`src/rtl/la_cmd_seq_if.sv`:
```
// SRAM command/response port between the LA command sequencer (master)
// and the SRAM test path (slave).
interface la_cmd_seq_if #(
  parameter int ADDR_BITS = 6,
  parameter int DATA_BITS = 32
);
  logic                 cmd_val;
  logic                 cmd_wr;
  logic [ADDR_BITS-1:0] cmd_adr;
  logic [DATA_BITS-1:0] cmd_dat;
  logic                 cmd_ack;
  logic                 rsp_val;
  logic [DATA_BITS-1:0] rsp_dat;

  modport master (
    output cmd_val, cmd_wr, cmd_adr, cmd_dat,
    input  cmd_ack, rsp_val, rsp_dat
  );

  modport slave (
    input  cmd_val, cmd_wr, cmd_adr, cmd_dat,
    output cmd_ack, rsp_val, rsp_dat
  );
endinterface

```
`src/rtl/la_cmd_seq.sv`:
```
// Logic-analyzer driven command sequencer: toggle-handshaked LA writes become
// single SRAM read/write transactions, with status and readback on la_data_out.
module la_cmd_seq #(
  parameter int ADDR_BITS = 6,
  parameter int DATA_BITS = 32,
  parameter int TIMEOUT   = 255
) (
  input  logic         clk,
  input  logic         reset,
  input  logic [127:0] la_data_in,
  input  logic [127:0] la_oen,
  output logic [127:0] la_data_out,
  la_cmd_seq_if.master sram
);

  localparam logic [7:0] TO_LAST = 8'(TIMEOUT - 1);

  typedef enum logic [1:0] {IDLE, ISSUE, WAIT_RSP, DONE} state_t;

  state_t               state;
  logic                 tgl_s1, tgl_s2, tgl_s3;
  logic                 clr_s1, clr_s2, clr_s3;
  logic                 cmd_evt, clr_evt, tmo_hit;
  logic [7:0]           tcnt;
  logic [DATA_BITS-1:0] rdata;
  logic [15:0]          cmd_count;
  logic                 busy, timeout_err, overrun, done_tgl;
  logic                 unused_la;

  assign cmd_evt   = tgl_s2 ^ tgl_s3;
  assign clr_evt   = clr_s2 & ~clr_s3;
  assign tmo_hit   = (tcnt == TO_LAST);
  assign unused_la = ^{la_data_in, la_oen};

  assign la_data_out = {64'd0, done_tgl, 12'd0, overrun, timeout_err, busy,
                        cmd_count, 32'(rdata)};

  always_ff @(posedge clk) begin
    if (reset) begin
      state        <= IDLE;
      tgl_s1       <= 1'b0;
      tgl_s2       <= 1'b0;
      tgl_s3       <= 1'b0;
      clr_s1       <= 1'b0;
      clr_s2       <= 1'b0;
      clr_s3       <= 1'b0;
      sram.cmd_val <= 1'b0;
      sram.cmd_wr  <= 1'b0;
      sram.cmd_adr <= '0;
      sram.cmd_dat <= '0;
      tcnt         <= 8'd0;
      rdata        <= '0;
      cmd_count    <= 16'd0;
      busy         <= 1'b0;
      timeout_err  <= 1'b0;
      overrun      <= 1'b0;
      done_tgl     <= 1'b0;
    end else begin
      // synchronizer and history stage for the toggle and clear bits
      tgl_s1 <= la_data_in[63] & la_oen[63];
      tgl_s2 <= tgl_s1;
      tgl_s3 <= tgl_s2;
      clr_s1 <= la_data_in[62] & la_oen[62];
      clr_s2 <= clr_s1;
      clr_s3 <= clr_s2;

      if (cmd_evt && state != IDLE) begin
        overrun <= 1'b1;
      end

      // transaction sequencing
      case (state)
        IDLE: begin
          if (cmd_evt) begin
            sram.cmd_wr  <= la_data_in[56];
            sram.cmd_adr <= la_data_in[32 +: ADDR_BITS];
            sram.cmd_dat <= la_data_in[DATA_BITS-1:0];
            sram.cmd_val <= 1'b1;
            busy         <= 1'b1;
            tcnt         <= 8'd0;
            state        <= ISSUE;
          end
        end
        ISSUE: begin
          tcnt <= tcnt + 8'd1;
          if (sram.cmd_ack) begin
            sram.cmd_val <= 1'b0;
            state        <= sram.cmd_wr ? DONE : WAIT_RSP;
          end else if (tmo_hit) begin
            sram.cmd_val <= 1'b0;
            timeout_err  <= 1'b1;
            state        <= DONE;
          end
        end
        WAIT_RSP: begin
          tcnt <= tcnt + 8'd1;
          if (sram.rsp_val) begin
            rdata <= sram.rsp_dat;
            state <= DONE;
          end else if (tmo_hit) begin
            timeout_err <= 1'b1;
            state       <= DONE;
          end
        end
        DONE: begin
          done_tgl  <= tgl_s3;
          cmd_count <= cmd_count + 16'd1;
          busy      <= 1'b0;
          state     <= IDLE;
        end
        default: state <= IDLE;
      endcase

      // a clear never aborts the in-flight command; a finishing one counts from zero
      if (clr_evt) begin
        cmd_count   <= (state == DONE) ? 16'd1 : 16'd0;
        timeout_err <= 1'b0;
        overrun     <= 1'b0;
      end
    end
  end

endmodule

```
`src/flat_wrapper.sv`:
```
// flat-port wrapper written by rule: the top's interface ports become plain ports
module la_cmd_seq_flat 
#(
  parameter int ADDR_BITS = 6,
  parameter int DATA_BITS = 32,
  parameter int TIMEOUT   = 255
)
  (clk, reset, la_data_in, la_oen, la_data_out, sram_cmd_val, sram_cmd_wr, sram_cmd_adr, sram_cmd_dat, sram_cmd_ack, sram_rsp_val, sram_rsp_dat);
  la_cmd_seq_if #(.ADDR_BITS(ADDR_BITS), .DATA_BITS(DATA_BITS)) sram_i ();
  input  logic clk;
  input  logic reset;
  input  logic [127:0] la_data_in;
  input  logic [127:0] la_oen;
  output logic [127:0] la_data_out;
  output wire logic [$bits(sram_i.cmd_val)-1:0] sram_cmd_val;
  output wire logic [$bits(sram_i.cmd_wr)-1:0] sram_cmd_wr;
  output wire logic [$bits(sram_i.cmd_adr)-1:0] sram_cmd_adr;
  output wire logic [$bits(sram_i.cmd_dat)-1:0] sram_cmd_dat;
  input wire logic [$bits(sram_i.cmd_ack)-1:0] sram_cmd_ack;
  input wire logic [$bits(sram_i.rsp_val)-1:0] sram_rsp_val;
  input wire logic [$bits(sram_i.rsp_dat)-1:0] sram_rsp_dat;
  assign sram_cmd_val = sram_i.cmd_val;
  assign sram_cmd_wr = sram_i.cmd_wr;
  assign sram_cmd_adr = sram_i.cmd_adr;
  assign sram_cmd_dat = sram_i.cmd_dat;
  assign sram_i.cmd_ack = sram_cmd_ack;
  assign sram_i.rsp_val = sram_rsp_val;
  assign sram_i.rsp_dat = sram_rsp_dat;
  la_cmd_seq #(.ADDR_BITS(ADDR_BITS), .DATA_BITS(DATA_BITS), .TIMEOUT(TIMEOUT)) u_core (.clk(clk), .reset(reset), .la_data_in(la_data_in), .la_oen(la_oen), .la_data_out(la_data_out), .sram(sram_i));
endmodule
```
`config.mk`:
```
export PLATFORM = sky130hd
export DESIGN_NAME = la_cmd_seq_flat
export DESIGN_NICKNAME = d
export VERILOG_FILES = /design/src/rtl/la_cmd_seq_if.sv /design/src/rtl/la_cmd_seq.sv /design/src/flat_wrapper.sv
export SDC_FILE = /design/constraint.sdc
export NUM_CORES = 1
export LEC_CHECK = 0
export BUFFER_PORTS_ARGS = -buffer_cell sky130_fd_sc_hd__buf_4
export CORE_AREA = 3 3 175 177
export CTS_BUF_LIST = sky130_fd_sc_hd__clkbuf_16
export CTS_CLUSTER_SIZE = 12
export DETAILED_ROUTE_END_ITERATION = 8
export DIE_AREA = 0 0 178 180
export GPL_TIMING_DRIVEN = 0
export SLEW_MARGIN = 20
export SYNTH_ARGS = -nofsm -noshare
export SYNTH_HDL_FRONTEND = slang
export SYNTH_SLANG_ARGS = --single-unit
```
`constraint.sdc`:
```
create_clock -name clk -period 1.6 [get_ports clk]
set_clock_uncertainty 0.15 [all_clocks]
set_input_delay 0.16 -clock clk [delete_from_list [all_inputs] [get_ports clk]]
set_output_delay 0.16 -clock clk [all_outputs]
set_load 0.1 [all_outputs]
```
# [After elaboration in Yosys (flattened, before gate mapping)]
# Cells that the tools add are included.
[totals] ff_bits=108 output_inout_bits=168 word_cells=69
[op_classes] add_sub_neg=2 eq_ne=8 n_mux=20 bitwise=5 n_reduce_logical=16
[op_table] cell="$mux W16" n=2
[op_table] cell="$add A16 B1 Y16 const B" n=1
[op_table] cell="$pmux W8 S2" n=1
[op_table] cell="$reduce_bool A2 Y1" n=6
[op_table] cell="$add A8 B1 Y8 const B" n=1
[op_table] cell="$eq A8 B8 Y1 const B" n=1
[op_table] cell="$mux W1" n=8
[op_table] cell="$mux W2" n=4
[op_table] cell="$mux W8" n=1
[op_table] cell="$pmux W2 S4" n=1
[op_table] cell="$reduce_and A2 Y1" n=4
[op_table] cell="$pmux W1 S2" n=3
[op_table] cell="$reduce_and A3 Y1" n=2
[op_table] cell="$eq A2 B2 Y1 const B" n=2
[op_table] cell="$ne A2 B2 Y1 const B" n=2
[op_table] cell="$reduce_or A2 Y1" n=2
[op_table] cell="$and A1 B1 Y1" n=3
[op_table] cell="$ne A3 B2 Y1 const B" n=1
[op_table] cell="$eq A2 B1 Y1 const B" n=1
[op_table] cell="$logic_not A2 Y1" n=1
[op_table] cell="$ne A2 B1 Y1 const B" n=1
[op_table] cell="$logic_and A1 B1 Y1" n=1
[op_table] cell="$not A1 Y1" n=1
[op_table] cell="$xor A1 B1 Y1" n=1

# [Longest topological paths before layout]
# Gate-level depths: netlist of run 1.
[logic_depth] ltp_word=4 ltp_mapped=8 mapped_depth_nobuf=6

# [Worst setup path after synthesis of run 1]
# OpenSTA, ideal clock, no wires.
[synth_path] path_kind="reg2reg" from="register u_core.cmd_count[3]" to="register u_core.cmd_count[14]" t_arrival_ns=2.136 path_slack_ns=-0.756 path_stages_with_launch=5 path_buffers=0 cell_sequence="dfxtp_1 and4_1 nand3_1 or4_1 a21oi_1"
[synth_between] elab_chain_len=3
[synth_lines] item="start: declaration" line_no="la_cmd_seq.sv:26" text="logic [15:0] cmd_count;"
[synth_lines] item="start signal: assignment" line_no="la_cmd_seq.sv:107" text="cmd_count <= cmd_count + 16'd1;"
[synth_lines] item="start signal: assignment" line_no="la_cmd_seq.sv:116" text="cmd_count <= (state == DONE) ? 16'd1 : 16'd0;"
[synth_lines] item="$add A16 B1 Y16" line_no="la_cmd_seq.sv:107"
[synth_lines] item="$mux W16" line_no="la_cmd_seq.sv:72" text="case (state)"
[synth_lines] item="$mux W16" line_no="la_cmd_seq.sv:115" text="if (clr_evt) begin"
# No other way between the ends. The select of a mux whose other input is x is not followed.
# A chain may end at the register's enable or synchronous reset.

# [Worst setup path after layout of run 1]
[layout_path] from="register u_core.state[0]" to="register u_core.state[0]"
[layout_between] elab_chain_len=3 elab_cells_between_ends=9 cone_classes="eq/ne (4); mux (4); reduce/logical (1)"
[layout_lines] item="start: declaration" line_no="la_cmd_seq.sv:20" text="state_t state;"
[layout_lines] item="start signal: assignment" line_no="la_cmd_seq.sv:88" text="state <= sram.cmd_wr ? DONE : WAIT_RSP;"
[layout_lines] item="$mux W2"
[layout_lines] item="$mux W2, on equally long branches"
[layout_lines] item="$pmux W2 S4" line_no="la_cmd_seq.sv:72"
# Several ways; a longest one is shown, not always the timed one.

==> results.sh, run 1 <==
export IMPL_r2r_start="u_core.state[0]$_SDFFE_PP0P_"
export IMPL_ioPinCount=460
export IMPL_drt_iter0_markers=157
export IMPL_cp_end_kind="register"
export IMPL_synth_edf_count=0
export IMPL_synth_xor_xnor_area_share=0.03138
export IMPL_synth_top_family_by_area="simple AND/OR/NAND/NOR gates"
export IMPL_p_seq_frac=0.359
export IMPL_gp_congestion=0.7831
export IMPL_vias=4958
export IMPL_fill_cells=3079
export IMPL_cts_root_buffer="clkbuf_16"
export IMPL_cts_made_buffers=9
export IMPL_dr_pass1_iters=4
export IMPL_drc=0
export IMPL_hold_slack_ns=0.1102
export IMPL_synth_compound_area_frac=0.1229
export IMPL_synthCells=591
export IMPL_post_place_ws_ns=-0.5486
export IMPL_clock_power_share=0.290
export IMPL_synth_async_reset_ratio=0
export IMPL_power_frac_comb=0.351
export IMPL_grt_max_degree=21
export IMPL_multi_input_area_sq_mm=0.002514
export IMPL_failed_checks="negative setup slack"
export IMPL_cts_tree="done"
export IMPL_switching_share=0.4001
export IMPL_insertion_delay_ns=0.36
export IMPL_slowest_stage="dfxtp_4"
export IMPL_gr_usage_all_layers=0.09546
export IMPL_synth_common_cells="nand2_1, dfxtp_1, a21oi_1, buf_4, nor2_1"
export IMPL_dr_max_layer_used="met5"
export IMPL_slew_violations=0
export IMPL_critPathLaunchType="register"
export IMPL_crit_type="register to register"
export IMPL_hold_start="sram_rsp_val"
export IMPL_start_util=0.1614
export IMPL_syn_avg_cell_area_sq_um=8.028
export IMPL_register_area_sq_mm=0.002226
export IMPL_cts_max_level=3
export IMPL_met1_length_mm=6.705
export IMPL_clock_path_buffers=2
export IMPL_antenna_found_initial=2
export IMPL_final_setup_worst_slack_ns=-0.1111
export IMPL_yosysMostFrequentCell="nand2_1"
export IMPL_outcome="finished with violations"
export IMPL_grt_ovfl_total=0
export IMPL_dp_hpwl_mm=11.09
export IMPL_period_minus_slack_ns=1.711
export IMPL_p_leak_uw=0.003735
export IMPL_cp_data_required_time_ns=1.66
export IMPL_p_int_uw=4713
export IMPL_routed_wl_mm=16.48
export IMPL_synth_distinct_cells=39
export IMPL_dieArea_sq_mm=0.03204
export IMPL_period_share=1.069
export IMPL_dr_wl_met2_mm=8.006
export IMPL_synth_fa_ha_area_frac=0.02110
export IMPL_synth_seq_cells=108
export IMPL_r2r_cells=6
export IMPL_syn_to_final_growth_pct=82.04
export IMPL_synth_area_leaders="dfxtp_1, buf_4, nand2_1, a21oi_1, nor2_1"
export IMPL_path_clk_slew_ns=0.08
export IMPL_reg2reg_to="u_core.state[0]$_SDFFE_PP0P_"
export IMPL_port_buffers=169
export IMPL_cp_cell_sequence="inv_4 -> ha_4 -> and2_4 -> or3_4 -> a311oi_2 -> nor4_1"
export IMPL_drive_gt1_frac=0.4274
export IMPL_max_stage_delay_ns=0.39
export IMPL_core_area_sq_mm=0.02940
export IMPL_dieHeight_um=180
export IMPL_cts_sinks=108
export IMPL_hold_depth=4
export IMPL_synth_area_leader_cell="dfxtp_1"
export IMPL_synthFlopType="dfxtp_1"
export IMPL_yosys_area_share_simple=0.2025
export IMPL_hp_class="input pin to register"
export IMPL_fmax_mhz=584.4
export IMPL_rows=63
export IMPL_holdPathEnd="u_core.rdata[31]$_SDFFE_PP0P_"
export IMPL_cp_arrival_ns=1.78
export IMPL_rrSetupSlack_ns=-0.11
export IMPL_netlist_area_sq_mm=0.004745
export IMPL_die_w_um=178
export IMPL_grt_pass1_wl_mm=24.10
export IMPL_nNetsFinal=1238
export IMPL_muxShareOfSynthArea=0.006329
export IMPL_cap_violations=0
export IMPL_worst_slew_pin_slew_ns=0.6175
export IMPL_synth_seq_area_share=0.4557
export IMPL_powerDensity_mw_per_mm2=909.7
export IMPL_ant_nets=0
export IMPL_first_global_vias=4707
export IMPL_yosys_area_top_type_share=0.4557
export IMPL_slew_headroom=0.5884
export IMPL_hold_viol_final=0
export IMPL_vias_per_cell=3.717
export IMPL_met3WireLength_mm=1.433
export IMPL_crit_fanout=4
export IMPL_avgRoutedWirePerCell_um=12.35
export IMPL_setup_viol=9
export IMPL_rsz0062_at_grt="yes"
export IMPL_ys_warn_count=0
export IMPL_power_switching_uw=3144
export IMPL_ir_drop_uv=581.6
-- worst max-delay path by stage --
| stage | startpoint | end | slack [ns] | cells past startpoint |
|---|---|---|---|---|
| after floorplan | u_core.state[0]$_SDFFE_PP0P_ | u_core.state[0]$_SDFFE_PP0P_ | -0.10 | 7 |
| after global placement | reset | u_core.rdata[30]$_SDFFE_PP0P_ | -0.57 | 4 |
| after detailed placement | u_core.state[1]$_SDFFE_PP0P_ | u_core.sram.cmd_dat[30]$_SDFFE_PP0P_ | -0.55 | 7 |
| after CTS | u_core.state[1]$_SDFFE_PP0P_ | u_core.cmd_count[14]$_SDFFE_PP0P_ | -0.07 | 5 |
| after global routing | u_core.state[0]$_SDFFE_PP0P_ | u_core.state[0]$_SDFFE_PP0P_ | -0.13 | 6 |
| final | u_core.state[0]$_SDFFE_PP0P_ | u_core.state[0]$_SDFFE_PP0P_ | -0.11 | 6 |
-- sequential cells by signal, summed over array words and instances, names as in the netlist, 2 cells and up --
signal and flops:
u_core.cmd_count 16, u_core.rdata 32, u_core.sram.cmd_adr 6, u_core.sram.cmd_dat 32, u_core.state 2, u_core.tcnt 8
-- critical path, delay by kind of cell, from the launching register on --
kind | cells | cell delay, ns
simple gates | 3 | 0.55
flops | 1 | 0.39
compound gates | 1 | 0.26
fa+ha+maj | 1 | 0.16
buf+inv | 1 | 0.06
-- metrics by stage --
stage | std cells | power (uW) | utilization | setup TNS (ns) | instance area, sq um
2_1_floorplan | 666 | 4665 | - | -0.4337 | 5151
3_3_place_gp | 1225 | 5061 | 0.2349 | -36.67 | 6908
3_5_place_dp | 1225 | 5077 | 0.2349 | -34.11 | 6908
4_1_cts | 1320 | 7675 | 0.2761 | -0.6610 | 8117
5_1_grt | 1333 | 8240 | 0.2937 | -2.636 | 8635
6_report | 1334 | 7857 | 0.2938 | -0.2535 | 8637
-- cells in the final DEF, fill, tap and decap left out, drive strengths merged, types with 6 or more instances in the layout --
cell	n
ha	8
xor2	6
nor2	31
dfxtp	108
nand3	9
conb	76
nand2	156
buf	279
dlygate4sd3	76
xnor2	11
a21oi	83
inv	11
clkbuf	28
nor2b	6
nand4	7
-- power groups by stage --
stage	Clock (uW)	Combinational [uW]	Sequential (uW)
global route	2510	2890	2830
global placement	0	2190	2870
detailed placement	0	2210	2870
floorplan	0	1390	3270
CTS	2390	2480	2810
finish	2280	2760	2820
-- cell families (layout without fill, tap and decap cells) --
logic type | after synthesis | in the layout
compound gates | 105 | 105
xor+xnor | 17 | 17
fa+ha+maj | 8 | 8
buf+inv | 119 | 396
flops | 108 | 108
mux | 3 | 3
other cells | 1 | 77
simple gates | 230 | 230
-- layout make-up --
type                    count  share of cell area
repair buffers            269              0.2645
flip-flops and latches    108              0.2577
clock inverters             7            0.007678
clock buffers               9             0.02608
plain buffers             105             0.09300
well taps                 390             0.05650
multi-input cells         439              0.2910
diodes                      1           0.0002897
inverters                   6            0.003187
-- what timing repair did --
item	CTS	global route
hold buffers	76	0
setup endpoints to repair	97	95
setup buffers	5	16
gates resized for setup	35	109
hold endpoints to repair	75	0
gates cloned	1	2
pin swaps	6	40
-- metal layers --
metal  track usage  vias up
met5             0        -
met4       0.02608        2
met3       0.03739       27
met2        0.1631      194
met1        0.1102     2255
li1              -     2480
Note: power is estimated with default switching activity, not from simulation.
==> run 2: changes to the inputs <==
--- a/config.mk
+++ b/config.mk
@@ -6,12 +6,14 @@
 export NUM_CORES = 1
 export LEC_CHECK = 0
 export BUFFER_PORTS_ARGS = -buffer_cell sky130_fd_sc_hd__buf_4
-export CORE_AREA = 3 3 175 177
+export CORE_AREA = 3 3 176 178
 export CTS_BUF_LIST = sky130_fd_sc_hd__clkbuf_16
 export CTS_CLUSTER_SIZE = 12
 export DETAILED_ROUTE_END_ITERATION = 8
-export DIE_AREA = 0 0 178 180
+export DIE_AREA = 0 0 179 181
 export GPL_TIMING_DRIVEN = 0
+export HOLD_SLACK_MARGIN = 0.05
+export MAX_ROUTING_LAYER = met4
 export SLEW_MARGIN = 20
 export SYNTH_ARGS = -nofsm -noshare
 export SYNTH_HDL_FRONTEND = slang
==> constraint.sdc (replaced) <==
create_clock -name clk -period 2 [get_ports clk]
set_clock_uncertainty 0.15 [all_clocks]
set_input_delay 0.2 -clock clk [delete_from_list [all_inputs] [get_ports clk]]
set_output_delay 0.2 -clock clk [all_outputs]
set_load 0.1 [all_outputs]
==> run 2 against run 1 <==
The run now ends clean. Combinational power fell by 31%. First-iteration DRC count fell by 1.9%. Worst setup slack improved by 0.24 ns. Die area rose by 1.1%. Fmax fell by 8.8%. Register-to-register slack improved by 0.24 ns. Sequential share of layout area rose by 1.9 points. Final cell count fell by 1.2%. Via count fell by 3.8%. Worst hold slack got worse by 0.024 ns. Cell area fell by 8.8%. Global-route usage rose by 0.22 points. Critical endpoint is now u_core.tcnt[2]$_SDFFE_PP0P_. Largest power group unchanged.
==> results.sh, run 2 (same netlist as run 1, synthesis figures left out) <==
export IMPL_avgRoutedWirePerCell_um=12.00
export IMPL_grt_ovfl_total=0
export IMPL_powerDensity_mw_per_mm2=749.8
export IMPL_antenna_found_initial=2
export IMPL_nNetsFinal=1222
export IMPL_slowest_stage="buf_1"
export IMPL_worst_path_buf_inv=3
export IMPL_hold_viol_final=0
export IMPL_hp_class="input pin to register"
export IMPL_cp_top_family="buffers and inverters"
export IMPL_fmax_mhz=533.3
export IMPL_cts_root_buffer="clkbuf_16"
export IMPL_cts_tree="done"
export IMPL_setup_viol=0
export IMPL_clock_path_buffers=2
export IMPL_die_w_um=179
export IMPL_drc=0
export IMPL_max_stage_delay_ns=0.40
export IMPL_vias=4772
export IMPL_slew_headroom=0.5174
export IMPL_path_clk_slew_ns=0.08
export IMPL_dieArea_sq_mm=0.03240
export IMPL_critPathLaunchType="register"
export IMPL_cts_max_level=3
export IMPL_hold_slack_ns=0.08595
export IMPL_reg_top3="u_core.rdata x32, u_core.sram.cmd_dat x32, u_core.cmd_count x16"
export IMPL_crit_fanout=10
export IMPL_dp_hpwl_mm=11.76
export IMPL_vias_per_cell=3.621
export IMPL_cts_made_buffers=9
export IMPL_routed_wl_mm=15.82
export IMPL_cp_cell_sequence="inv_1 -> ha_1 -> buf_2 -> buf_1 -> a21o_1 -> nand2_1 -> a21oi_1"
export IMPL_rows=63
export IMPL_use_met2=0.1653
export IMPL_grt_pass1_wl_mm=24.12
export IMPL_met3_usage=0.02186
export IMPL_dr_pass1_iters=4
export IMPL_first_global_vias=4625
export IMPL_ioPinCount=460
export IMPL_stdcell_count=1318
export IMPL_worst_slew_pin_slew_ns=0.7239
export IMPL_drt_iter0_markers=154
export IMPL_final_common_cell="buf_4"
export IMPL_drive_gt1_frac=0.3240
export IMPL_period_minus_slack_ns=1.875
export IMPL_grtUsageMet1=0.1119
export IMPL_start_util=0.1605
export IMPL_gr_usage_all_layers=0.09770
export IMPL_ant_nets=0
export IMPL_gp_congestion=0.7819
export IMPL_ir_drop_uv=436.9
export IMPL_outcome="finished clean"
export IMPL_grt_max_degree=19
export IMPL_p_leak_uw=0.003408
export IMPL_dieHeight_um=181
export IMPL_dp_cells=1225
export IMPL_slew_violations=0
export IMPL_cap_violations=0
export IMPL_period_share=0.9376
export IMPL_crit_type="register to register"
export IMPL_final_cell_mix="buf_4, nand2_1, dfxtp_1, a21oi_1"
export IMPL_cp_data_required_time_ns=2.13
export IMPL_top_usage_layer="met2"
export IMPL_cts_sinks=108
export IMPL_core_area_sq_mm=0.02956
export IMPL_cp_arrival_ns=2.00
export IMPL_fill_cells=3192
export IMPL_syn_to_final_growth_pct=66.09
export IMPL_insertion_delay_ns=0.36
export IMPL_cp_end_kind="register"
export IMPL_port_buffers=169
run 2: cell count changes in the layout (fill, tap and decap cells not counted), sizes merged:
cell / previous run / this run
clkbuf: 28 / 32
inv: 11 / 8
clkinv: 2 / 4
buf: 279 / 259
diode: 1 / 2
run 2: area by class of cell:
class	count	area, sq um	area share
repair buffers	247	2044	0.2594
inverters	6	22.52	0.002858
flip-flops and latches	108	2181	0.2768
clock inverters	6	48.80	0.006192
clock buffers	9	225.2	0.02858
well taps	390	488.0	0.06192
plain buffers	111	742.0	0.09416
diodes	2	5.005	0.0006351
multi-input cells	439	2123	0.2695
run 2: path summary, 6_finish.rpt:
path | start | end | slack [ns] | cells after the start
max reg2reg | u_core.state[0]$_SDFFE_PP0P_ | u_core.tcnt[2]$_SDFFE_PP0P_ | 0.12 | 7
max | u_core.state[0]$_SDFFE_PP0P_ | u_core.tcnt[2]$_SDFFE_PP0P_ | 0.12 | 7
min | sram_rsp_val | u_core.rdata[31]$_SDFFE_PP0P_ | 0.09 | 4
min reg2reg | u_core.clr_s1$_SDFF_PP0_ | u_core.clr_s2$_SDFF_PP0_ | 0.29 | 1
run 2: power breakdown:
| group | internal, uW | switching (uW) | leakage [uW] |
|---|---|---|---|
| logic | 502 | 1400 | 0.00239 |
| clock network | 855 | 894 | 0.000136 |
| registers | 2220 | 44.6 | 0.000880 |
| total | 3570 | 2330 | 0.00341 |
run 2: tightest hold or removal path, delay by kind of cell:
family,cells,cell delay (ns)
AO/OA/AOI/OAI,1,0.05
buffers and inverters,1,0.08
AND/OR/NAND/NOR,2,0.22
run 2: repair_timing:
| action | 4_1_cts | 5_1_grt |
|---|---|---|
| resized for setup | 8 | 9 |
| hold endpoints to repair | 75 | 0 |
| buffers inserted | 2 | 0 |
| hold buffers | 76 | 0 |
| pin swaps | 1 | 0 |
| setup endpoints to repair | 56 | 47 |
run 2: through the flow:
step	power, uW	worst slack [ns]	cell area (sq um)	utilization	TNS [ns]
CTS	5984	0.004255	7859	0.2659	0
finish	5908	0.1248	7880	0.2666	0
global placement	4057	-0.3008	6800	0.2301	-4.806
global route	6167	-0.01157	7880	0.2666	-0.03004
floorplan	3733	0.04490	5044	-	0
detailed placement	4063	-0.3164	6800	0.2301	-5.551
run 2: per-layer routing:
metal,up-vias,wire [um]
li1,2436,-
met1,2139,6728
met2,173,7846
met3,24,857
met4,0,382
met5,-,0
==> run 3: changes to the inputs <==
--- a/config.mk
+++ b/config.mk
@@ -6,14 +6,15 @@
 export NUM_CORES = 1
 export LEC_CHECK = 0
 export BUFFER_PORTS_ARGS = -buffer_cell sky130_fd_sc_hd__buf_4
-export CORE_AREA = 3 3 176 178
-export CTS_BUF_LIST = sky130_fd_sc_hd__clkbuf_16
+export CORE_AREA = 3 3 179 181
+export CTS_BUF_LIST = sky130_fd_sc_hd__clkbuf_8
 export CTS_CLUSTER_SIZE = 12
 export DETAILED_ROUTE_END_ITERATION = 8
-export DIE_AREA = 0 0 179 181
+export DIE_AREA = 0 0 182 184
 export GPL_TIMING_DRIVEN = 0
 export HOLD_SLACK_MARGIN = 0.05
 export MAX_ROUTING_LAYER = met4
+export REMOVE_ABC_BUFFERS = 1
 export SLEW_MARGIN = 20
 export SYNTH_ARGS = -nofsm -noshare
 export SYNTH_HDL_FRONTEND = slang
==> constraint.sdc (replaced) <==
create_clock -name clk -period 1.79 [get_ports clk]
set_clock_uncertainty 0.15 [all_clocks]
set_input_delay 0.179 -clock clk [delete_from_list [all_inputs] [get_ports clk]]
set_output_delay 0.179 -clock clk [all_outputs]
set_load 0.1 [all_outputs]
==> run 3 against run 2 <==
The flow now finishes with violations (negative setup slack). Clock power fell by 15%. Fmax up 2.9%. Register-to-register slack lost 0.16 ns. Final cell count down 6.8%. Cell area is 7.4% lower. Sequential power rose by 12%. Wire length up 3.6%. Sequential share of layout area rose by 2.2 points. Via count fell by 4.7%. Sequential cell count stayed put. Highest routed layer unchanged.
==> results.sh, run 3 (same netlist as run 1, synthesis figures left out) <==
export IMPL_outcome="finished with violations"
export IMPL_failed_checks="negative setup slack"
export IMPL_crit_type="register to register"
export IMPL_antenna_found_initial=0
export IMPL_final_common_cell="buf_4"
export IMPL_ant_nets=0
export IMPL_vias=4547
export IMPL_grt_max_degree=90
export IMPL_final_cell_mix="buf_4, nand2_1, dfxtp_1, a21oi_1"
export IMPL_hold_viol_final=0
export IMPL_p_leak_uw=0.002962
export IMPL_cts_sinks=108
export IMPL_routed_wl_mm=16.39
export IMPL_period_minus_slack_ns=1.822
export IMPL_cts_root_buffer="clkbuf_8"
export IMPL_rows=64
export IMPL_port_buffers=170
export IMPL_die_w_um=182
export IMPL_post_place_ws_ns=-0.5933
export IMPL_vias_per_cell=3.703
export IMPL_dieArea_sq_mm=0.03349
export IMPL_rrSetupSlack_ns=-0.03
export IMPL_worst_slew_pin_slew_ns=1.034
export IMPL_drc=0
export IMPL_rsz0062_at_grt="yes"
export IMPL_path_clk_slew_ns=0.11
export IMPL_dieHeight_um=184
export IMPL_cts_made_buffers=9
export IMPL_drive_gt1_frac=0.2692
export IMPL_setup_viol=1
export IMPL_critPathLaunchType="register"
export IMPL_crit_fanout=5
export IMPL_clock_path_buffers=2
export IMPL_nNetsFinal=1127
export IMPL_gr_usage_all_layers=0.09602
export IMPL_cp_end_kind="register"
export IMPL_dp_cells=1121
export IMPL_cap_violations=0
export IMPL_dr_pass1_iters=4
export IMPL_avgRoutedWirePerCell_um=13.35
export IMPL_grt_pass1_wl_mm=24.36
export IMPL_dp_hpwl_mm=11.02
export IMPL_hp_class="input pin to register"
export IMPL_fill_cells=3337
export IMPL_slew_violations=0
export IMPL_powerDensity_mw_per_mm2=841.6
export IMPL_syn_to_final_growth_pct=53.74
export IMPL_start_util=0.1551
export IMPL_reg_top3="u_core.rdata x32, u_core.sram.cmd_dat x32, u_core.cmd_count x16"
export IMPL_cts_tree="done"
export IMPL_slew_headroom=0.3108
export IMPL_final_setup_worst_slack_ns=-0.03164
export IMPL_ir_drop_uv=320.7
export IMPL_gp_congestion=0.7487
export IMPL_period_share=1.018
export IMPL_grt_ovfl_total=0
export IMPL_register_area_sq_mm=0.002177
export IMPL_antennaDiodeCount=0
export IMPL_cp_arrival_ns=1.89
export IMPL_drt_iter0_markers=150
export IMPL_cts_max_level=3
export IMPL_insertion_delay_ns=0.39
export IMPL_stdcell_count=1228
export IMPL_cp_data_required_time_ns=1.86
export IMPL_multi_input_area_sq_mm=0.002212
export IMPL_core_area_sq_mm=0.03059
export IMPL_first_global_vias=4337
export IMPL_ioPinCount=460
export IMPL_fmax_mhz=549.0
-- run 3: final timing paths --
path | to | startpoint | depth (start not counted)
setup / recovery | u_core.state[0]$_SDFFE_PP0P_ | u_core.state[0]$_SDFFE_PP0P_ | 6
hold / removal | u_core.rdata[12]$_SDFFE_PP0P_ | reset | 2
setup reg to reg | u_core.state[0]$_SDFFE_PP0P_ | u_core.state[0]$_SDFFE_PP0P_ | 6
hold reg to reg | u_core.clr_s2$_SDFF_PP0_ | u_core.clr_s1$_SDFF_PP0_ | 1
-- run 3: layout make-up --
class	count	area share
multi-input combinational	440	0.3033
timing repair buffer	262	0.3019
sequential	108	0.2985
tap	396	0.06792
clock buffer	10	0.01887
clock inverter	6	0.006518
inverter	6	0.003087
-- run 3: metal layers --
| layer | vias to the layer above | share of wire | track usage |
|---|---|---|---|
| li1 | 2243 | - | - |
| met1 | 2119 | 0.44 | 0.1175 |
| met2 | 172 | 0.47 | 0.1497 |
| met3 | 13 | 0.077 | 0.03641 |
| met4 | 0 | 0.0084 | 0.02377 |
| met5 | - | 0 | - |
-- run 3: stage by stage --
step	area [sq um]	setup TNS [ns]	power (uW)	util	hold WS, ns
after detailed placement	6126	-31.19	4402	0.2003	0.2816
after global placement	6065	-115.50	4368	0.1983	0.2769
after floorplan	4293	-46.24	3992	-	0.09807
after CTS	7186	-0.07328	6157	0.2349	0.2513
after global routing	7295	-2.623	6451	0.2385	0.2893
final	7295	-0.03164	6139	0.2385	0.2475
-- run 3: report_power, final --
part	internal (uW)	switching [uW]
sequential	2480	57.3
clock	552	934
combinational	547	1570
-- run 3: critical path: stages (launching register included) --
cell and delay [ns]:
dfxtp_4 0.39, inv_1 0.12, ha_4 0.22, and2_4 0.14
or3_1 0.33, a311oi_2 0.23, nor4_1 0.08
-- run 3: what timing repair did --
item	in CTS	in global routing
setup buffers	4	10
setup endpoints to repair	95	82
resized for setup	13	11
endpoints found under the hold margin	76	0
hold buffers	76	0
cloned	1	0
pin swaps	3	3
